## src/rtl/iter_alu.sv

```systemverilog
// Iterative ALU: single-cycle base ops plus a bit-serial M-extension unit
// (shift-add multiply, restoring divide on operand magnitudes).
// Build option: define ITER_ALU_MULDIV_EN to include the multiply/divide
// datapath; without it, M-extension requests return the 0xDEADBEEF pattern.

package iter_alu_pkg;
   typedef enum logic [3:0] {
      ALU_ADD  = 4'd0,
      ALU_SUB  = 4'd1,
      ALU_SLL  = 4'd2,
      ALU_SRL  = 4'd3,
      ALU_SRA  = 4'd4,
      ALU_SLT  = 4'd5,
      ALU_SLTU = 4'd6,
      ALU_XOR  = 4'd7,
      ALU_OR   = 4'd8,
      ALU_AND  = 4'd9,
      ALU_LUI  = 4'd10
   } aluFunc_t;
endpackage

module iter_alu
   import iter_alu_pkg::*;
#(
   parameter int unsigned WIDTH = 32,
   parameter int unsigned SHW   = $clog2(WIDTH)
) (
   input  logic             clk,
   input  logic             rst_n,
   input  logic             in_valid,
   output logic             in_ready,
   input  aluFunc_t         alu_fun,
   input  logic             md_en,
   input  logic [2:0]       md_op,
   input  logic [WIDTH-1:0] srcA,
   input  logic [WIDTH-1:0] srcB,
   input  logic             kill,
   output logic             out_valid,
   output logic [WIDTH-1:0] result,
   output logic             busy
);

   typedef enum logic [1:0] {IDLE, CALC, DONE} state_t;

   localparam logic [63:0]      POISON64 = {2{32'hDEADBEEF}};
   localparam logic [WIDTH-1:0] POISON   = POISON64[WIDTH-1:0];

   state_t           state_q, state_d;
   logic             accept;
   logic             ld_res;
   logic [WIDTH-1:0] res_d;
   logic [WIDTH-1:0] base_res;
   logic [SHW-1:0]   shamt;

   assign in_ready  = (state_q != CALC);
   assign out_valid = (state_q == DONE);
   assign accept    = in_valid & in_ready & ~kill;
   assign shamt     = srcB[SHW-1:0];

   // Single-cycle base operations, evaluated straight from the inputs
   always_comb begin
      base_res = POISON;
      case (alu_fun)
         ALU_ADD:  base_res = srcA + srcB;
         ALU_SUB:  base_res = srcA - srcB;
         ALU_SLL:  base_res = srcA << shamt;
         ALU_SRL:  base_res = srcA >> shamt;
         ALU_SRA:  base_res = $signed(srcA) >>> shamt;
         ALU_SLT:  base_res = {{(WIDTH-1){1'b0}}, ($signed(srcA) < $signed(srcB))};
         ALU_SLTU: base_res = {{(WIDTH-1){1'b0}}, (srcA < srcB)};
         ALU_XOR:  base_res = srcA ^ srcB;
         ALU_OR:   base_res = srcA | srcB;
         ALU_AND:  base_res = srcA & srcB;
         ALU_LUI:  base_res = srcA;
         default:  base_res = POISON;
      endcase
   end

`ifdef ITER_ALU_MULDIV_EN
   localparam int unsigned   CW      = $clog2(WIDTH);
   localparam logic [WIDTH-1:0] MIN_NEG = {1'b1, {(WIDTH-1){1'b0}}};

   logic [WIDTH-1:0]   hi_q, lo_q, opb_q;
   logic [CW-1:0]      cnt_q;
   logic [2:0]         op_q;
   logic               neg_q, neg_r;
   logic               start_md, step_md, cnt_last;
   logic               is_div, sgn_a, sgn_b, a_neg, b_neg, div_zero, div_ovf;
   logic [WIDTH-1:0]   mag_a, mag_b, special_res;
   logic [WIDTH:0]     mul_sum, div_trial;
   logic [WIDTH-1:0]   hi_n, lo_n, quo, rem, md_res;
   logic [2*WIDTH-1:0] prod, prod_s;

   assign busy     = (state_q == CALC);
   assign cnt_last = (cnt_q == CW'(WIDTH-1));

   // Operand decode at accept: signedness, magnitudes and one-cycle special cases
   always_comb begin
      is_div      = md_op[2];
      sgn_a       = is_div ? ~md_op[0] : (md_op[1:0] == 2'b01 || md_op[1:0] == 2'b10);
      sgn_b       = is_div ? ~md_op[0] : (md_op[1:0] == 2'b01);
      a_neg       = sgn_a & srcA[WIDTH-1];
      b_neg       = sgn_b & srcB[WIDTH-1];
      mag_a       = a_neg ? -srcA : srcA;
      mag_b       = b_neg ? -srcB : srcB;
      div_zero    = is_div & (srcB == '0);
      div_ovf     = is_div & ~md_op[0] & (srcA == MIN_NEG) & (srcB == '1);
      special_res = div_zero ? (md_op[1] ? srcA : '1) : (md_op[1] ? '0 : srcA);
   end

   // One iteration of shift-add multiply or restoring divide, plus sign fix-up
   // of the final value (only consumed on the last iteration)
   always_comb begin
      mul_sum   = {1'b0, hi_q} + (lo_q[0] ? {1'b0, opb_q} : '0);
      div_trial = {hi_q, lo_q[WIDTH-1]} - {1'b0, opb_q};
      if (op_q[2]) begin
         if (!div_trial[WIDTH]) begin
            hi_n = div_trial[WIDTH-1:0];
            lo_n = {lo_q[WIDTH-2:0], 1'b1};
         end else begin
            hi_n = {hi_q[WIDTH-2:0], lo_q[WIDTH-1]};
            lo_n = {lo_q[WIDTH-2:0], 1'b0};
         end
      end else begin
         hi_n = mul_sum[WIDTH:1];
         lo_n = {mul_sum[0], lo_q[WIDTH-1:1]};
      end
      prod   = {hi_n, lo_n};
      prod_s = neg_q ? -prod : prod;
      quo    = neg_q ? -lo_n : lo_n;
      rem    = neg_r ? -hi_n : hi_n;
      if (op_q[2])
         md_res = op_q[1] ? rem : quo;
      else
         md_res = (op_q[1:0] == 2'b00) ? prod_s[WIDTH-1:0] : prod_s[2*WIDTH-1:WIDTH];
   end

   // Iterative datapath registers: load on start, advance one bit per CALC cycle
   always_ff @(posedge clk or negedge rst_n) begin
      if (!rst_n) begin
         hi_q  <= '0;
         lo_q  <= '0;
         opb_q <= '0;
         cnt_q <= '0;
         op_q  <= '0;
         neg_q <= 1'b0;
         neg_r <= 1'b0;
      end else if (start_md) begin
         hi_q  <= '0;
         lo_q  <= is_div ? mag_a : mag_b;
         opb_q <= is_div ? mag_b : mag_a;
         cnt_q <= '0;
         op_q  <= md_op;
         neg_q <= a_neg ^ b_neg;
         neg_r <= a_neg;
      end else if (step_md) begin
         hi_q  <= hi_n;
         lo_q  <= lo_n;
         cnt_q <= cnt_q + 1'b1;
      end
   end
`else
   logic unused_md;

   assign busy      = 1'b0;
   assign unused_md = ^md_op;
`endif

   // Next-state and result-load decisions
   always_comb begin
      state_d = state_q;
      ld_res  = 1'b0;
      res_d   = result;
`ifdef ITER_ALU_MULDIV_EN
      start_md = 1'b0;
      step_md  = 1'b0;
`endif
      case (state_q)
         IDLE, DONE: begin
            state_d = IDLE;
            if (accept) begin
               state_d = DONE;
               ld_res  = 1'b1;
               if (!md_en) begin
                  res_d = base_res;
               end
`ifdef ITER_ALU_MULDIV_EN
               else if (div_zero || div_ovf) begin
                  res_d = special_res;
               end else begin
                  state_d  = CALC;
                  ld_res   = 1'b0;
                  start_md = 1'b1;
               end
`else
               else begin
                  res_d = POISON;
               end
`endif
            end
         end
`ifdef ITER_ALU_MULDIV_EN
         CALC: begin
            if (kill) begin
               state_d = IDLE;
            end else begin
               step_md = 1'b1;
               if (cnt_last) begin
                  state_d = DONE;
                  ld_res  = 1'b1;
                  res_d   = md_res;
               end
            end
         end
`endif
         default: state_d = IDLE;
      endcase
   end

   // State register
   always_ff @(posedge clk or negedge rst_n) begin
      if (!rst_n) state_q <= IDLE;
      else        state_q <= state_d;
   end

   // Result register, written only on the edge that enters DONE
   always_ff @(posedge clk or negedge rst_n) begin
      if (!rst_n)      result <= '0;
      else if (ld_res) result <= res_d;
   end

endmodule

```

## config.mk

```make
export PLATFORM = sky130hd
export DESIGN_NAME = iter_alu
export DESIGN_NICKNAME = d
export VERILOG_FILES = /design/src/rtl/iter_alu.sv
export SDC_FILE = /design/constraint.sdc
export NUM_CORES = 1
export LEC_CHECK = 0
export ABC_AREA = 1
export CAP_MARGIN = 10
export CORE_ASPECT_RATIO = 0.75
export CORE_MARGIN = 4
export CORE_UTILIZATION = 60
export DETAILED_ROUTE_END_ITERATION = 16
export PLACE_DENSITY = 0.92
export SLEW_MARGIN = 25
export SYNTH_ARGS = -nofsm -noshare
export SYNTH_HDL_FRONTEND = slang
export SYNTH_SLANG_ARGS = --single-unit
```

## constraint.sdc

```tcl
create_clock -name clk -period 2.5 [get_ports clk]
set_input_delay 0.5 -clock clk [delete_from_list [all_inputs] [get_ports clk]]
set_output_delay 0.5 -clock clk [all_outputs]
set_load 0.01 [all_outputs]
```

==> metrics.txt, run 1 <==
total grt overflow=31; top cells by area, synth=nand2_1, nand3_1, ha_1, inv_1, dfrtp_1; cell count after synthesis=2,224; overall routing resource usage=between 70% and 80%; Post-synth EDFFs=0; largest net degree at the start of global routing=78; Mapped Area=0.01143 mm²; Placement Cell Area=0.01527 mm²; Ports=~110; post-synth top area share=23.04%; tool error=[ERROR GRT-0116] Global routing finished with congestion. Check the congestion regions in the DRC Viewer.; synthesized net count=2,406; Avg Cell Area, Syn=5.142 µm²; yosys warns=0; Post-DP HPWL=47,780 µm; vias in the first global route=approximately 22,000; GPL Wtd Cong=1.387; Die W=~170 µm; Inst Count DP=2,867; number of port buffers=105; most used flip-flop cell after synthesis=dfrtp_1; Chip Height=127.6 µm; most frequent cell after synthesis=nand2_1; row cnt=between 40 and 50; Post-CTS Hold Buffers=0; Seq/Total Area, Yosys=7.222%; Synth Register Bits=33; Clock Tree Root=clkbuf_16; cts bufs inserted=5; clk sinks=33; Starting Density=61.43%; largest area contributor in the netlist=nand2_1; post-synthesis cell type count=50; clk buf depth=2; outcome=stopped before the end; first-pass GRT wire length=around 120,000 µm; Failed at=global routing; H-tree Lvls=2; Async S/R FF share, synth=100.0%; Synth top cells by count=nand2_1, nand3_1, inv_1
## per-layer routing
metal / overflow / global-route usage [%]
met1: 0 / 73.64
met2: 12 / 86.66
met3: 0 / 66.22
met4: 19 / 71.66
met5: 0 / 42.11
## stage by stage
stage	hold slack, ns	setup slack (ns)	util, %
after floorplan	0.2044	0.001348	-
after global placement	0.4607	-0.4434	82.01
after detailed placement	0.4782	-0.5471	82.01
after CTS	0.4922	-0.008787	86.15
## timing repair
| item | 4_1_cts |
|---|---|
| endpoints found under the setup margin | 29 |
| pin swaps | 14 |
| resized for setup | 161 |
| buffers inserted | 1 |
## cell families after synthesis
family / share of synthesized area, %
flops: 7.222
other cells: 0.06568
buf+inv: 14.59
compound gates: 12.86
xor+xnor: 0.2298
fa+ha+maj: 11.73
simple gates: 53.31
==> run 2: changes to the inputs <==
- CORE_ASPECT_RATIO: 0.75 -> not set
- CORE_UTILIZATION: 60 -> 40
- PLACE_DENSITY: 0.92 -> not set
- PLACE_DENSITY_LB_ADDON: not set -> 0.15
==> metrics.txt, run 2 <==
cts bufs inserted=5; Skew-Pair Late Insertion Delay=0.30 ns; total grt overflow=0; largest net degree at the start of global routing=78; final WL=between 60,000 and 70,000 µm; Chip Height=177.1 µm; GPL Wtd Cong=1.119; VDD IR-drop max=0.0002517 V; Clk pwr share=15.4%; biggest regs=result x32, state_q x1; top cells by area, synth=nand2_1, nand3_1, ha_1, inv_1, dfrtp_1; highest clock rate=between 400 and 500 MHz; Ports=roughly 110; H-tree Lvls=2; Gate power share=71.4%; Worst Slack Setup Final=roughly 0.028 ns; Final Cell Area=0.01761 mm²; clock transition at the registers of the reported paths=0.08 ns; register share of total power=13.1%; CP bufs+invs=6; CTS tree=done; Max-Cap Viols=0; Post-DRT Antenna Nets=0; Nets=2,924; Leakage Power=0.009297 µW; most used flip-flop cell after synthesis=dfrtp_1; First-pass DRT Iterations=6; Post-synth EDFFs=0; reg-to-reg setup timing slack=1.50 ns; Die W=177.1 µm; worst-margin pin slew=~0.67 ns; DRC violations left=0; routed via count=around 18,000; Synth Register Bits=33; Clock Tree Root=clkbuf_16; commonest non-fill, non-tap cell in the layout=nand2_1; post-synthesis cell type count=50; clk buf depth=2; Placement Cell Area=0.01635 mm²; first-pass GRT wire length=about 100,000 µm; row cnt=slightly above 60; Core ar.=around 0.028 mm²; Area Overhead vs Synth=54.03%; post-synth top area share=23.04%; critical path class=in -> reg; yosys warns=0; fill count=roughly 2,800; most frequent cell after synthesis=nand2_1; number of port buffers=105; die footprint=0.03136 mm²; Synth Area in Simple Gates=between 50 and 60%; outcome=finished, final reports clean; initial antenna violation count=3; Post-DP HPWL=58,010 µm; Critical Path Max Stage Delay=0.45 ns; most frequent cells in the layout=nand2_1, buf_4, nand3_1, inv_1, nor2_1; largest area contributor in the netlist=nand2_1; Synth Area in XOR/XNOR=0.2298%; Worst Setup End Kind=register; Period Utilization, post-route=between 90 and 100%; CP max-delay cell=clkdlybuf4s50_1; Avg Cell Area, Syn=5.142 µm²; WP data arrival=2.68 ns; Inst Count DP=3,107; final worst path period need=2.472 ns; largest family of logic cells by synthesized area=simple AND/OR/NAND/NOR gates; worst clock skew=0 ns; crit path max fanout=8; clk sinks=33; Sw Share=49.67%; Largest register FFs=32; Hold Path Class=reg -> reg; Mapped Area=0.01143 mm²; Slew Viols, Final=0; vias in the first global route=16,286; mux contribution to synthesized area=0%; # setup viols final=0; Non-Filler Instances=3,122; WL/cell=22.41 µm; PD cells=294.9 mW/mm²; complex-gate fraction of the synthesized area=between 10% and 20%; Initial DRC Count=between 2,000 and 2,500; CP delay by family, top=simple AND/OR/NAND/NOR gates; Synth Area in Adders=11.73%; RSZ-0062 raised after global routing=true; final hold vios=0; Seq/Total Area, Yosys=7.222%; synthesized net count=2,406; cell count after synthesis=2,224; CP Cell Sequence=clkdlybuf4s50_1 > inv_1 > nor2_4 > inv_2 > nor2_4 > buf_12 > inv_2 > buf_4 > nor3_1 > o21ai_0 > nor2_1 > nand3_1 > nor2_2 > nor2_1; Worst EP required=2.71 ns; Starting Density=between 40% and 50%; Int Power=roughly 2600 µW; overall routing resource usage=a little over two fifths; Slew Limit Headroom=55.11%; Synth top cells by count=nand2_1, nand3_1, inv_1; NetSw=2580 µW; post-place setup slack=-0.8016 ns; routed vias/inst=5.706; Async S/R FF share, synth=100.0%; register with the most flip-flops=result; layout cell share with drive strength beyond 1=28.84%; startpoint types=input port
-- run 2: cell counts after synthesis --
Identical to the previous run, type by type.
-- run 2: layout make-up --
| cell class | instances | area, µm² | area share, % |
|---|---|---|---|
| well taps | 378 | 473.0 | 2.685 |
| clock buffers | 5 | 125.1 | 0.7104 |
| diodes | 1 | 2.502 | 0.01421 |
| inverters | 293 | 1117 | 6.344 |
| multi-input cells | 1792 | 9968 | 56.60 |
| repair buffers | 617 | 5055 | 28.70 |
| flip-flops and latches | 33 | 825.8 | 4.689 |
| clock inverters | 3 | 46.29 | 0.2628 |
-- run 2: power groups by stage --
stage	Combinational (µW)	Clock [µW]	Sequential [µW]
final	3710	802	683
after CTS	3370	802	673
after global placement	3250	0	681
after detailed placement	3280	0	683
after global routing	3930	827	682
after floorplan	1510	0	673
-- run 2: kinds of logic (layout without fill, tap and decap cells) --
kind of cell             after synthesis  after routing
flip-flops                            33             33
XOR/XNOR                               3              3
AO/OA/AOI/OAI                        264            264
other                                  2              3
adder cells (fa/ha/maj)              106            106
AND/OR/NAND/NOR                     1417           1417
buffers and inverters                399            918
-- run 2: repair_timing --
action | 4_1_cts | 5_1_grt
resized for setup | 104 | 239
hold endpoints to repair | 0 | 0
hold buffers | 0 | 0
setup buffers | 2 | 4
setup endpoints to repair | 30 | 29
pin swaps | 9 | 37
-- run 2: worst paths after layout --
kind	startpoint	cells after the start	end
setup / recovery	in_valid	14	result[3]
hold / removal	result[20]	2	result[20]
setup reg to reg	result[25]	3	result[25]
hold reg to reg	result[20]	2	result[20]
max in group asynchronous	rst_n	2	result[14]
min in group asynchronous	rst_n	2	result[3]
-- run 2: worst reg2reg max path, stage by stage (launching register included) --
cell     delay [ns]
dfrtp_1        0.46
or2_2          0.33
nand2_1        0.07
inv_1          0.04
-- run 2: per-stage QoR --
stage          total power (µW)  util, %  TNS, ns  hold slack [ns]
2_1_floorplan              2182        -        0           0.2044
5_1_grt                    5443    62.87  -0.3121           0.5361
3_3_place_gp               3928    58.37   -15.87           0.4624
3_5_place_dp               3962    58.37   -16.53           0.4798
6_report                   5194    62.88        0           0.4997
4_1_cts                    4842    60.05        0           0.4983
-- run 2: per-layer routing --
metal	track usage, %	wire length (µm)
met1	59.70	28430
met2	60.49	27390
met3	10.60	9013
met4	22.79	5120
met5	0	20
(Power assumes the default switching activity.)
